**src/rtl/draw_pkg.sv**
```systemverilog
// rtl/draw_pkg.sv - shared constants, draw-mux codes and draw FSM state type
package draw_pkg;

    localparam int SCREEN_W = 160;
    localparam int SCREEN_H = 120;

    localparam logic [2:0] COL_BG   = 3'b000;
    localparam logic [2:0] COL_SHOT = 3'b111;

    // One-hot slot codes of the entity draw mux
    localparam logic [2:0] D_SHIP     = 3'b100;
    localparam logic [2:0] D_ASTEROID = 3'b010;
    localparam logic [2:0] D_SHOT     = 3'b001;

    typedef enum logic [1:0] {
        S_IDLE,
        S_ERASE,
        S_DRAW,
        S_DONE
    } draw_state_t;

endpackage

```
**src/rtl/draw_shot_if.sv**
```systemverilog
// rtl/draw_shot_if.sv - entity draw handshake: job request in, pixel stream and done out
interface draw_shot_if;

    logic [9:0] x_pos;
    logic [9:0] y_pos;
    logic       alive;
    logic       plot;
    logic [9:0] x;
    logic [9:0] y;
    logic [2:0] color;
    logic       writeEn;
    logic       draw_done;

    modport master (
        output x_pos, y_pos, alive, plot,
        input  x, y, color, writeEn, draw_done
    );

    modport slave (
        input  x_pos, y_pos, alive, plot,
        output x, y, color, writeEn, draw_done
    );

endinterface

```
**src/rtl/block_scanner.sv**
```systemverilog
// rtl/block_scanner.sv - SIZE x SIZE row-major pixel counter shared by the sprite drawers
module block_scanner #(
    parameter int SIZE = 2,
    parameter int CW   = (SIZE > 1) ? $clog2(SIZE) : 1
) (
    input  logic          clk,
    input  logic          reset,
    input  logic          start_i,
    input  logic          step_i,
    output logic [CW-1:0] cx_o,
    output logic [CW-1:0] cy_o,
    output logic          last_o
);

    localparam logic [CW-1:0] MAX_C = CW'(SIZE - 1);

    logic [CW-1:0] cx_q;
    logic [CW-1:0] cy_q;

    always_ff @(posedge clk or posedge reset) begin
        if (reset) begin
            cx_q <= '0;
            cy_q <= '0;
        end else if (start_i) begin
            cx_q <= '0;
            cy_q <= '0;
        end else if (step_i) begin
            if (cx_q == MAX_C) begin
                cx_q <= '0;
                cy_q <= (cy_q == MAX_C) ? '0 : cy_q + CW'(1);
            end else begin
                cx_q <= cx_q + CW'(1);
            end
        end
    end

    assign cx_o   = cx_q;
    assign cy_o   = cy_q;
    assign last_o = (cx_q == MAX_C) && (cy_q == MAX_C);

endmodule

```
**src/rtl/draw_shot.sv**
```systemverilog
// rtl/draw_shot.sv - shot sprite responder: erase previous square, draw new one, pulse draw_done
module draw_shot #(
    parameter int         SIZE       = 2,
    parameter int         SCREEN_W   = draw_pkg::SCREEN_W,
    parameter int         SCREEN_H   = draw_pkg::SCREEN_H,
    parameter logic [2:0] SHOT_COLOR = draw_pkg::COL_SHOT,
    parameter logic [2:0] BG_COLOR   = draw_pkg::COL_BG
) (
    input  logic        clk,
    input  logic        reset,
    draw_shot_if.slave  bus
);

    import draw_pkg::*;

    localparam int CW = (SIZE > 1) ? $clog2(SIZE) : 1;

    draw_state_t   state_q;
    logic [9:0]    lat_x_q, lat_y_q, prev_x_q, prev_y_q;
    logic          lat_alive_q, prev_valid_q;
    logic [9:0]    x_q, y_q;
    logic [2:0]    color_q;
    logic          we_q, done_q;

    logic [CW-1:0] cx, cy;
    logic          last;
    logic          scan_step, scan_start;
    logic [9:0]    base_x, base_y;
    logic [10:0]   sum_x, sum_y;
    logic          visible;

    // Counter restarts whenever a phase is not running or one just finished,
    // so the next phase always begins at (0,0) with no gap cycle.
    assign scan_step  = (state_q == S_ERASE) || (state_q == S_DRAW);
    assign scan_start = !scan_step || last;

    block_scanner #(.SIZE(SIZE), .CW(CW)) u_scan (
        .clk     (clk),
        .reset   (reset),
        .start_i (scan_start),
        .step_i  (scan_step),
        .cx_o    (cx),
        .cy_o    (cy),
        .last_o  (last)
    );

    always_comb begin
        base_x  = (state_q == S_ERASE) ? prev_x_q : lat_x_q;
        base_y  = (state_q == S_ERASE) ? prev_y_q : lat_y_q;
        sum_x   = {1'b0, base_x} + 11'(cx);
        sum_y   = {1'b0, base_y} + 11'(cy);
        visible = (sum_x < 11'(SCREEN_W)) && (sum_y < 11'(SCREEN_H));
    end

    always_ff @(posedge clk or posedge reset) begin
        if (reset) begin
            state_q      <= S_IDLE;
            lat_x_q      <= '0;
            lat_y_q      <= '0;
            lat_alive_q  <= 1'b0;
            prev_x_q     <= '0;
            prev_y_q     <= '0;
            prev_valid_q <= 1'b0;
            x_q          <= '0;
            y_q          <= '0;
            color_q      <= '0;
            we_q         <= 1'b0;
            done_q       <= 1'b0;
        end else begin
            we_q   <= 1'b0;
            done_q <= 1'b0;
            case (state_q)
                S_IDLE: begin
                    if (bus.plot) begin
                        lat_x_q     <= bus.x_pos;
                        lat_y_q     <= bus.y_pos;
                        lat_alive_q <= bus.alive;
                        if (prev_valid_q)   state_q <= S_ERASE;
                        else if (bus.alive) state_q <= S_DRAW;
                        else                state_q <= S_DONE;
                    end
                end
                S_ERASE, S_DRAW: begin
                    // Clipped slots still take their cycle; only writeEn drops
                    we_q <= visible;
                    if (visible) begin
                        x_q     <= sum_x[9:0];
                        y_q     <= sum_y[9:0];
                        color_q <= (state_q == S_ERASE) ? BG_COLOR : SHOT_COLOR;
                    end
                    if (last) begin
                        if (state_q == S_ERASE && lat_alive_q) state_q <= S_DRAW;
                        else                                   state_q <= S_DONE;
                    end
                end
                S_DONE: begin
                    done_q       <= 1'b1;
                    prev_x_q     <= lat_x_q;
                    prev_y_q     <= lat_y_q;
                    prev_valid_q <= lat_alive_q;
                    state_q      <= S_IDLE;
                end
                default: state_q <= S_IDLE;
            endcase
        end
    end

    assign bus.x         = x_q;
    assign bus.y         = y_q;
    assign bus.color     = color_q;
    assign bus.writeEn   = we_q;
    assign bus.draw_done = done_q;

endmodule
```
**src/flat_wrapper.sv**
```systemverilog
// flat-port wrapper written by rule: the top's interface ports become plain ports
module draw_shot_flat import draw_pkg::*;
#(
    parameter int         SIZE       = 2,
    parameter int         SCREEN_W   = draw_pkg::SCREEN_W,
    parameter int         SCREEN_H   = draw_pkg::SCREEN_H,
    parameter logic [2:0] SHOT_COLOR = draw_pkg::COL_SHOT,
    parameter logic [2:0] BG_COLOR   = draw_pkg::COL_BG
)
  (clk, reset, bus_x_pos, bus_y_pos, bus_alive, bus_plot, bus_x, bus_y, bus_color, bus_writeEn, bus_draw_done);
  draw_shot_if bus_i ();
  input  logic clk;
  input  logic reset;
  input wire logic [$bits(bus_i.x_pos)-1:0] bus_x_pos;
  input wire logic [$bits(bus_i.y_pos)-1:0] bus_y_pos;
  input wire logic [$bits(bus_i.alive)-1:0] bus_alive;
  input wire logic [$bits(bus_i.plot)-1:0] bus_plot;
  output wire logic [$bits(bus_i.x)-1:0] bus_x;
  output wire logic [$bits(bus_i.y)-1:0] bus_y;
  output wire logic [$bits(bus_i.color)-1:0] bus_color;
  output wire logic [$bits(bus_i.writeEn)-1:0] bus_writeEn;
  output wire logic [$bits(bus_i.draw_done)-1:0] bus_draw_done;
  assign bus_i.x_pos = bus_x_pos;
  assign bus_i.y_pos = bus_y_pos;
  assign bus_i.alive = bus_alive;
  assign bus_i.plot = bus_plot;
  assign bus_x = bus_i.x;
  assign bus_y = bus_i.y;
  assign bus_color = bus_i.color;
  assign bus_writeEn = bus_i.writeEn;
  assign bus_draw_done = bus_i.draw_done;
  draw_shot #(.SIZE(SIZE), .SCREEN_W(SCREEN_W), .SCREEN_H(SCREEN_H), .SHOT_COLOR(SHOT_COLOR), .BG_COLOR(BG_COLOR)) u_core (.clk(clk), .reset(reset), .bus(bus_i));
endmodule
```
**config.mk**
```make
export PLATFORM = sky130hd
export DESIGN_NAME = draw_shot_flat
export DESIGN_NICKNAME = d
export VERILOG_FILES = /design/src/rtl/draw_pkg.sv /design/src/rtl/draw_shot_if.sv /design/src/rtl/block_scanner.sv /design/src/rtl/draw_shot.sv /design/src/flat_wrapper.sv
export SDC_FILE = /design/constraint.sdc
export NUM_CORES = 1
export LEC_CHECK = 0
export CAP_MARGIN = 20
export CORE_MARGIN = 2
export CORE_UTILIZATION = 55
export DETAILED_ROUTE_END_ITERATION = 8
export PLACE_DENSITY = 0.8
export SLEW_MARGIN = 20
export SYNTH_ARGS = -nofsm -noshare
export SYNTH_HDL_FRONTEND = slang
export SYNTH_SLANG_ARGS = --single-unit
export TNS_END_PERCENT = 10
```
**constraint.sdc**
```tcl
create_clock -name clk -period 4.4 [get_ports clk]
set_input_delay 0.88 -clock clk [delete_from_list [all_inputs] [get_ports clk]]
set_output_delay 0.88 -clock clk [all_outputs]
set_load 0.005 [all_outputs]
```
-- After elaboration in Yosys (flattened, before gate mapping)
Cells that the tools add are included.
W data, S select, Z words.
- memory bits (writable): 0
- memory bits (read-only): 0
- bits in latches: 0
- memories: 0
- register bits after elaboration: 71
- divide/modulo/power cells: 0
- $lt $le $gt $ge: 2
- reduce and logical (&&, ||, !) cells: 14
- bitwise operators: 0
- muxes and demuxes: 18
- equal/unequal tests: 5
- $add $sub $neg: 4
- $mul: 0
- shift operators: 0
- operator list (cell ; count):
    $add A10 B1 Y11 ; 2
    $mux W10 ; 2
    $lt A11 B7 Y1 const B ; 1
    $lt A11 B8 Y1 const B ; 1
    $mux W1 ; 11
    $reduce_and A2 Y1 ; 4
    $mux W2 ; 3
    $pmux W2 S3 ; 1
    $eq A2 B2 Y1 const B ; 2
    $reduce_bool A2 Y1 ; 2
    $logic_and A1 B1 Y1 ; 3
    $mux W3 ; 1
    $add A1 B1 Y1 const B ; 2
    $eq A2 B1 Y1 const B ; 1
    $logic_not A2 Y1 ; 1
    $logic_or A1 B1 Y1 ; 2
    $ne A2 B1 Y1 const B ; 1
    $ne A2 B2 Y1 const B ; 1
    $reduce_or A2 Y1 ; 1
    $logic_not A1 Y1 ; 1

-- Longest topological paths before layout
Gate-level depths: netlist (run 1).
- word-level depth: 6
- depth in mapped cells: 17

-- Hierarchy
Synthesis (run 1) repeated with hierarchy kept, for this count alone.
- cells, all modules: 274
- area total of the unflattened synthesis: 3522.1 µm²
- modules (own cells, without submodules) (module ; area an instance (µm²) ; sequential area each (µm²) ; cells an instance ; instances):
    draw_shot ; 3422.0 ; 1676.6 ; 265 ; 1
    block_scanner ; 100.1 ; 50.0 ; 9 ; 1

-- Worst setup path after synthesis (run 1)
OpenSTA, ideal clock, no wires.
- kind: register to register
- start: register u_core.state_q[1]
- end: register u_core.x_q[3], in the netlist u_core.bus.x[3]
- slack: 0.830 ns
- required time: 4.275 ns
- cell stages (with the launch flop): 18
- buffers on the path: 5
- arrival: 3.444 ns
- library setup time: 0.125 ns
- clock period less this slack: 3.570 ns
- path through: dfrtp_1 -> inv_1 -> ha_1 -> buf_6 -> buf_12 -> buf_4 -> buf_2 -> mux2_2 -> ha_1 -> ha_1 -> inv_1 -> a211oi_2 -> nand2_1 -> mux2i_1 -> nand4_1 -> nor4_4 -> buf_6 -> mux2_4
- longest elaborated chain between the ends: 6
- RTL lines (element ; line ; RTL):
    start: declaration ; draw_shot.sv:18 ; draw_state_t state_q;
    start signal: assignment ; draw_shot.sv:57 ; state_q <= S_IDLE;
    start signal: assignment ; draw_shot.sv:78 ; if (prev_valid_q) state_q <= S_ERASE;
    start signal: assignment ; draw_shot.sv:79 ; else if (bus.alive) state_q <= S_DRAW;
    $eq A2 B1 Y1 ; draw_shot.sv:48, draw_shot.sv:49, draw_shot.sv:72 ;
    $mux W10 (on tied branches) ; draw_shot.sv:48, draw_shot.sv:49 ;
    $add A10 B1 Y11 (on tied branches) ; draw_shot.sv:50, draw_shot.sv:51 ;
    $lt A11 B8 Y1 or $lt A11 B7 Y1 (tied branches) ; draw_shot.sv:52 ; visible = (sum_x < 11'(SCREEN_W)) && (sum_y < 11'(SCREEN_H));
    $logic_and A1 B1 Y1 ; draw_shot.sv:52 ;
    $reduce_and A2 Y1 (no line) ; n/a ;
    end signal: assignment ; draw_shot.sv:87 ; x_q <= sum_x[9:0];
    end: declaration ; draw_shot.sv:21 ; logic [9:0] x_q, y_q;
Several ways; a longest one is shown, not always the timed one.
A chain may end at the register's enable or synchronous reset.

-- Worst setup path in the final report (run 1)
- start: register u_core.state_q[1]
- end: register u_core.y_q[6], in the netlist u_core.bus.y[6]
- longest elaborated chain between the ends: 6
- RTL lines (element ; line ; RTL):
    $eq A2 B1 Y1 ; draw_shot.sv:48, draw_shot.sv:49, draw_shot.sv:72 ;
    $mux W10 (on tied branches) ; draw_shot.sv:48, draw_shot.sv:49 ;
    $add A10 B1 Y11 (on tied branches) ; draw_shot.sv:50, draw_shot.sv:51 ;
    $lt A11 B8 Y1 or $lt A11 B7 Y1 (tied branches) ; draw_shot.sv:52 ;
    $logic_and A1 B1 Y1 ; draw_shot.sv:52 ;
    $reduce_and A2 Y1 (no line) ; n/a ;
    end signal: assignment ; draw_shot.sv:88 ; y_q <= sum_y[9:0];
    end: declaration ; draw_shot.sv:21 ;
Several ways; a longest one is shown, not always the timed one.

==> summary.md, run 1 <==
| Metric | Value |
|---|---|
| Reg2reg setup slack | 0.96 ns |
| Routed length on met3 | approximately 250 um |
| Vias/cell | 5.55 |
| Syn Nets | 309 |
| CP Data Arrival Time | 3.68 ns |
| Sequential cell area | about 1700 um2 |
| Total CTS buffers | 9 |
| Antenna-violating nets left | 0 |
| First-pass GRT wire length | ~11000 um |
| Metal1 wirelength | about 3200 um |
| RR Startpoint | u_core.state_q[1]$_DFFE_PP0P_ |
| Number of I/O port buffers | 48 |
| Library cells used by synthesis | 39 |
| Nets | 359 |
| Post-synth top flop | dfrtp_1 |
| Die ar. | between 7000 and 8000 um2 |
| Synth cell count leaders | 69 x dfrtp_1, 49 x mux2_2, 17 x mux2i_1, 17 x nand2_1, 13 x mux2_4 |
| Status | complete, no violations |
| Met2 routed WL | around 2900 um |
| Setup TNS | 0 ns |
| Initial antenna violation count | 0 |
| Initial DRC count | 99 |
| Largest net degree at the start of global routing | 70 |
| Critical path launch point | u_core.state_q[1]$_DFFE_PP0P_ |
| Vias in the first global route | 2176 |
| Final Skew | a little under 0.008 ns |
| RR Endpoint | u_core.bus.y[6]$_DFFE_PP0P_ |
| Min-delay src | u_core.bus.y[7]$_DFFE_PP0P_ |
| Min-delay worst type | reg -> reg |
| Highest Signal Layer | met4 |
| Top Ports | 49 |
| Hold Path End | u_core.bus.y[7]$_DFFE_PP0P_ |
| Minimum clock period | roughly 3.4 ns |
| Mean Syn Cell Area | 12.8 um2 |
| RSZ-0062 raised after global routing | no |
| FF-to-FF path depth | 13 |
| Min Hold Slack | ~0.51 ns |
| Hold depth | 1 |
| Clock slew at reported path FFs | around 0.070 ns |
| Yosys warns | 0 |
| Multi-input gate area | ~1700 um2 |
| Pre-CTS setup slack | between 0.9 and 1 ns |
| Peak VDD IR | between 500 and 600 uV |
| Worst skew pair latency | ~0.35 ns |
| # DRC | 0 |
| H-tree levels | 3 |
| Final Instance Count excl. Fillers | 408 |
| Diode count | 0 |
| Slew @ Worst Pin | approximately 1.1 ns |
| Initial Util | 0.562 |
| Dpl hpwl | 4560 um |
| Final Setup Violations | 0 |
| Crit path kind | reg -> reg |
| Clk buf depth | 2 |
| Share of flip-flops with an asynchronous set or reset | 1.00 |
| Share of layout cells above drive strength 1 | 0.257 |
| Most common cell in the netlist | dfrtp_1 |
| Post-cts sizing count | 0 |
| Share of the synthesized area in the top cell type | 0.490 |
| CTS tree | built |
| Area growth, synth to finish | 19.9% |
| Synth Instances | 276 |
| Root Driver | clkbuf_8 |
| Leak | roughly 1.8 nW |
| Worst-path fanout max | 24 |
| FMAX | around 290 MHz |
| Gpl congestion | between 0.8 and 0.9 |
| Seq/Total Area, Yosys | 0.490 |
| Most area-consuming cells after synthesis | dfrtp_1 49%, mux2_2 16%, mux2_4 5.5%, mux2i_1 4.8%, ha_1 3.2% |
| Row cnt | 29 |
| Core Box Area | 6280 um2 |
| WL/cell | approximately 16 um |
| Cell Area, Placed | 4030 um2 |
| Fillcell total | 478 |
| GRT Resource Usage Total | 0.194 |
| Final worst slack | ~0.96 ns |
| Final WL | around 6500 um |
| Mapped Area | between 3000 and 4000 um2 |
| Crit start category | flop |
| Total gr overflow | 0 |
| Die Y | about 84 um |
| Inst Count DP | about 400 |
| Critical Path End Type | flop |
| Final Cycle Share | 0.782 |
| Seq cells post-synth | approximately 70 |
| Rel. slew slack | 0.295 |
| Post-CTS Hold Fix Bufs | 0 |
| Cell Pwr Density | approximately 730 nW/um2 |
| DIE WIDTH | about 84 um |
| Critical Path RT | approximately 4.6 ns |
| Pre-Repair DR Iteration Count | 4 |
| Vias | 2264 |
| Final hold viol count | 0 |
| Slew Limit Fails | 0 |
| Max Cap Violations | 0 |
| Final instance area | about 4200 um2 |
| Total setup buffers inserted after CTS | 0 |
| Most area-hungry cell type in the Yosys netlist | dfrtp_1 |
| CTS sink cnt | 69 |
| Post-synth EDFFs | 0 |
[worst max path at each step]
| stage | to | cells after the start |
|---|---|---|
| 2_1_floorplan | u_core.bus.x[3]$_DFFE_PP0P_ | 17 |
| 3_3_place_gp | u_core.bus.y[5]$_DFFE_PP0P_ | 13 |
| 3_5_place_dp | u_core.bus.y[6]$_DFFE_PP0P_ | 13 |
| 4_1_cts | u_core.bus.y[6]$_DFFE_PP0P_ | 13 |
| 5_1_grt | u_core.bus.y[5]$_DFFE_PP0P_ | 13 |
| 6_report | u_core.bus.y[6]$_DFFE_PP0P_ | 13 |
[where the power goes]
part	leakage (nW)	switching, mW	internal [mW]
Sequential	0.847	0.245	0.926
Combinational	0.825	0.609	0.786
Clock	0.0959	0.243	0.278
[critical path, cell delays in order, from the launching register on]
cell and delay (ns):
dfrtp_1 0.40, inv_1 0.12, ha_1 0.25, buf_4 0.31, mux2_2 0.37, ha_1 0.22
inv_1 0.11, a211oi_2 0.07, nand2_1 0.09, mux2i_1 0.19, nand4_1 0.17, nor4_4 0.44
buf_12 0.23, mux2_2 0.35
[routing by layer]
layer / global-route usage / vias to the layer above
met3: 0.0425 / 9
met5: 0 / -
met1: 0.277 / 1118
met2: 0.281 / 48
li1: - / 1089
met4: 0.0968 / 0
[area by class of cell]
class,instances,share of cell area
sequential,69,0.408
multi-input combinational,186,0.391
timing repair buffer,52,0.124
clock buffer,11,0.0334
tap,77,0.0228
clock inverter,5,0.0139
inverter,8,0.00710
[cell families (layout without fill, tap and decap cells)]
family / count (synthesis) / in the layout / share of synthesized area
flops: 69 / 69 / 0.490
simple gates: 61 / 61 / 0.101
buf+inv: 21 / 76 / 0.0415
xor+xnor: 14 / 14 / 0.0348
mux: 79 / 79 / 0.260
fa+ha+maj: 9 / 9 / 0.0319
compound gates: 23 / 23 / 0.0412
[per-stage QoR]
stage / power [mW] / util
floorplan: 2.19 / -
global placement: 2.53 / 0.642
detailed placement: 2.58 / 0.642
CTS: 3.11 / 0.674
global route: 3.30 / 0.674
finish: 3.09 / 0.674
[state kept, by name, summed over array words and instances (netlist names)]
name                  flops
u_core.u_scan.cy_o        1
u_core.prev_x_q          10
u_core.lat_alive_q        1
u_core.bus.draw_done      1
u_core.lat_y_q           10
u_core.prev_valid_q       1
u_core.u_scan.cx_o        1
u_core.state_q            2
u_core.prev_y_q          10
u_core.bus.y             10
u_core.lat_x_q           10
u_core.bus.writeEn        1
u_core.bus.x             10
u_core.bus.color          1
[cell usage in the layout (no fill, tap or decap), drive strengths merged, types with 2 or more instances in the layout]
master,n
o211ai,2
a31oi,2
nand4b,5
nand2b,2
xnor2,10
mux2i,17
clkinvlp,2
inv,9
a211oi,2
ha,9
dfrtp,69
clkbuf,11
xor2,4
clkdlybuf4s50,48
a21oi,4
or4,2
nand3,9
nand3b,3
mux2,62
nor2,5
buf,4
nor3b,2
nand2,17
nand4,5
nor2b,7
o21ai,9
Note: power is estimated with default switching activity, not from simulation.
==> run 2, diff against run 1 <==
--- a/config.mk
+++ b/config.mk
@@ -7,9 +7,9 @@
 export LEC_CHECK = 0
 export CAP_MARGIN = 20
 export CORE_MARGIN = 2
-export CORE_UTILIZATION = 55
+export CORE_UTILIZATION = 49
 export DETAILED_ROUTE_END_ITERATION = 8
-export PLACE_DENSITY = 0.8
+export PLACE_DENSITY = 0.76
 export SLEW_MARGIN = 20
 export SYNTH_ARGS = -nofsm -noshare
 export SYNTH_HDL_FRONTEND = slang
==> constraint.sdc (replaced) <==
create_clock -name clk -period 2.8 [get_ports clk]
set_input_delay 0.56 -clock clk [delete_from_list [all_inputs] [get_ports clk]]
set_output_delay 0.56 -clock clk [all_outputs]
set_load 0.005 [all_outputs]
==> summary.md, run 2 (synthesized netlist as in run 1, its figures left out) <==
| Metric | Value |
|---|---|
| Status | finished, violations left (was complete, no violations) |
| Failing checks | setup timing |
| Core Box Area | 6870 um2 (was 6280 um2) |
| Gpl congestion | 0.805 (was 0.830) |
| Row cnt | 30 (was 29) |
| Nets | 397 (was 359) |
| Dpl hpwl | 5100 um (was 4560 um) |
| CP max stage cell | dfrtp_1 (was nor4_4) |
| Worst-path cell chain | inv_2 -> ha_4 -> mux2_4 -> ha_4 -> nand4b_1 -> nand2_2 -> buf_6 -> nand3_2 -> mux2i_1 -> nand4b_1 -> nor4_4 -> buf_6 -> buf_12 -> mux2_4 (was inv_1 -> ha_1 -> buf_4 -> mux2_2 -> ha_1 -> inv_1 -> a211oi_2 -> nand2_1 -> mux2i_1 -> nand4_1 -> nor4_4 -> buf_12 -> mux2_2) |
| Cell Area, Placed | 4310 um2 (was 4030 um2) |
| Share of layout cells above drive strength 1 | 0.366 (was 0.257) |
| CTS sink cnt | 69 (unchanged) |
| Vias in the first global route | 2597 (was 2176) |
| Final worst slack | -0.173 ns (was 0.960 ns) |
| Max Cap Violations | 0 (unchanged) |
| # DRC | 0 (unchanged) |
| Final Setup Violations | 19 (was 0) |
| Total CTS buffers | 9 (unchanged) |
| First-pass GRT wire length | 12500 um (was 10600 um) |
| H-tree levels | 3 (unchanged) |
| Setup TNS | -2.42 ns (was 0 ns) |
| RSZ-0062 raised after global routing | yes (was no) |
| Commonest non-fill, non-tap cells in the layout | 69 x dfrtp_1, 48 x clkdlybuf4s50_1, 44 x mux2_2 (was 69 x dfrtp_1, 49 x mux2_2, 48 x clkdlybuf4s50_1) |
| GRT Resource Usage Total | 0.212 (was 0.194) |
| Antenna-violating nets left | 0 (unchanged) |
| Slew Limit Fails | 0 (unchanged) |
| Final WL | 7260 um (was 6460 um) |
| Die ar. | 7890 um2 (was 7070 um2) |
| Area growth, synth to finish | 33.7% (was 19.9%) |
| Peak VDD IR | 524 uV (was 528 uV) |
| Final Cycle Share | 1.06 (was 0.782) |
| Number of I/O port buffers | 48 (unchanged) |
| Vias | 2443 (was 2264) |
| Fillcell total | 502 (was 478) |
| Worst-path fanout max | 5 (was 24) |
| Critical Path End Type | flop (unchanged) |
| Root Driver | clkbuf_8 (unchanged) |
| Min-delay worst type | in -> async (was reg -> reg) |
| Final instance area | 4710 um2 (was 4230 um2) |
| Clock slew at reported path FFs | 0.07 ns (about the same) |
| Rel. slew slack | 0.699 (was 0.295) |
| Top Ports | 49 (unchanged) |
| CTS tree | built (unchanged) |
| FMAX | 336 MHz (was 291 MHz) |
| Crit start category | flop (unchanged) |
| Final hold viol count | 0 (unchanged) |
| Slew @ Worst Pin | 0.439 ns (was 1.06 ns) |
| Cell Pwr Density | 1130 nW/um2 (was 730 nW/um2) |
| Initial DRC count | 102 (was 99) |
| Vias/cell | 5.25 (was 5.55) |
| Die Y | 88.8 um (was 84.1 um) |
| WL/cell | 15.6 um (was 15.8 um) |
| Diode count | 0 (unchanged) |
| DIE WIDTH | 88.8 um (was 84.1 um) |
| Minimum clock period | 2.97 ns (was 3.44 ns) |
| Largest net degree at the start of global routing | 43 (was 70) |
| Final Skew | 0.00488 ns (was 0.00770 ns) |
| Leak | 2.00 nW (was 1.77 nW) |
| CP max stage delay | 0.39 ns (was 0.44 ns) |
| Crit path kind | reg -> reg (unchanged) |
| Clk buf depth | 2 (unchanged) |
| CP Data Arrival Time | 3.21 ns (was 3.68 ns) |
| Total gr overflow | 0 (unchanged) |
| Critical Path RT | 3.03 ns (was 4.64 ns) |
| Commonest non-fill, non-tap cell in the layout | dfrtp_1 (unchanged) |
| Post-CTS Hold Fix Bufs | 0 (unchanged) |
| Initial Util | 0.513 (was 0.562) |
| Initial antenna violation count | 0 (unchanged) |
| Worst skew pair latency | 0.35 ns (about the same) |
| Pre-Repair DR Iteration Count | 5 (was 4) |
run 2: changes by cell type in the layout (fill, tap and decap cells not counted), moves of 2 or more:
| cell | previous run | this run |
|---|---|---|
| inv_2 | 1 | 3 |
| mux2_4 | 13 | 18 |
| inv_1 | 7 | 5 |
| ha_4 | 0 | 4 |
| ha_1 | 9 | 4 |
| mux2_2 | 49 | 44 |
| buf_4 | 3 | 29 |
| buf_6 | 0 | 10 |
| nor2b_1 | 7 | 5 |
run 2: final cells by class:
| class | instances | area, um2 | area share |
|---|---|---|---|
| repair buffers | 90 | 878 | 0.186 |
| clock inverters | 4 | 47.5 | 0.0101 |
| multi-input cells | 186 | 1770 | 0.375 |
| clock buffers | 12 | 145 | 0.0308 |
| well taps | 96 | 120 | 0.0255 |
| flip-flops and latches | 69 | 1730 | 0.366 |
| inverters | 8 | 30.0 | 0.00637 |
run 2: what timing repair did:
item                       4_1_cts  5_1_grt
pin swaps                       11        3
setup endpoints to repair       18       22
gates resized for setup         21        2
buffers inserted                11        1
gates cloned                     3        0
run 2: path summary, 6_finish.rpt:
path                                               start                       endpoint  slack [ns]  cells past startpoint
max                        u_core.state_q[1]$_DFFE_PP0P_    u_core.bus.y[5]$_DFFE_PP0P_       -0.17                     14
min                                                reset  u_core.lat_x_q[2]$_DFFE_PP0P_        0.41                      2
max reg2reg                u_core.state_q[1]$_DFFE_PP0P_    u_core.bus.y[5]$_DFFE_PP0P_       -0.17                     14
min reg2reg                  u_core.bus.x[8]$_DFFE_PP0P_    u_core.bus.x[8]$_DFFE_PP0P_        0.50                      1
max in group asynchronous                          reset    u_core.bus.y[6]$_DFFE_PP0P_        1.89                      3
min in group clk             u_core.bus.x[8]$_DFFE_PP0P_    u_core.bus.x[8]$_DFFE_PP0P_        0.50                      1
run 2: where the power goes:
part	switching [mW]	total (mW)	internal (mW)
Sequential	0.382	1.84	1.46
Clock	0.368	0.801	0.433
Combinational	1.13	2.70	1.57
run 2: stage by stage:
stage / power [mW] / util / std cells / hold WS, ns / setup slack [ns]
after global placement: 4.21 / 0.627 / 436 / 0.480 / -0.0400
after CTS: 5.35 / 0.688 / 465 / 0.399 / -0.169
after global routing: 5.73 / 0.686 / 465 / 0.414 / -0.343
after detailed placement: 4.31 / 0.627 / 436 / 0.484 / -0.136
after floorplan: 3.52 / - / 276 / 0.475 / -0.505
final: 5.34 / 0.686 / 465 / 0.410 / -0.173
run 2: critical path, delay by kind of cell (launching register included):
family | cells | cell delay, ns
simple gates | 5 | 0.79
buf+inv | 4 | 0.51
flops | 1 | 0.39
fa+ha+maj | 2 | 0.35
mux | 3 | 0.81
run 2: metal layers:
layer  GRT usage  share of wire  up-vias
met5           0              0        -
met4      0.0813          0.024        0
met3      0.0504          0.027       10
met2       0.346           0.50       43
met1       0.273           0.45     1231
li1            -              -     1159
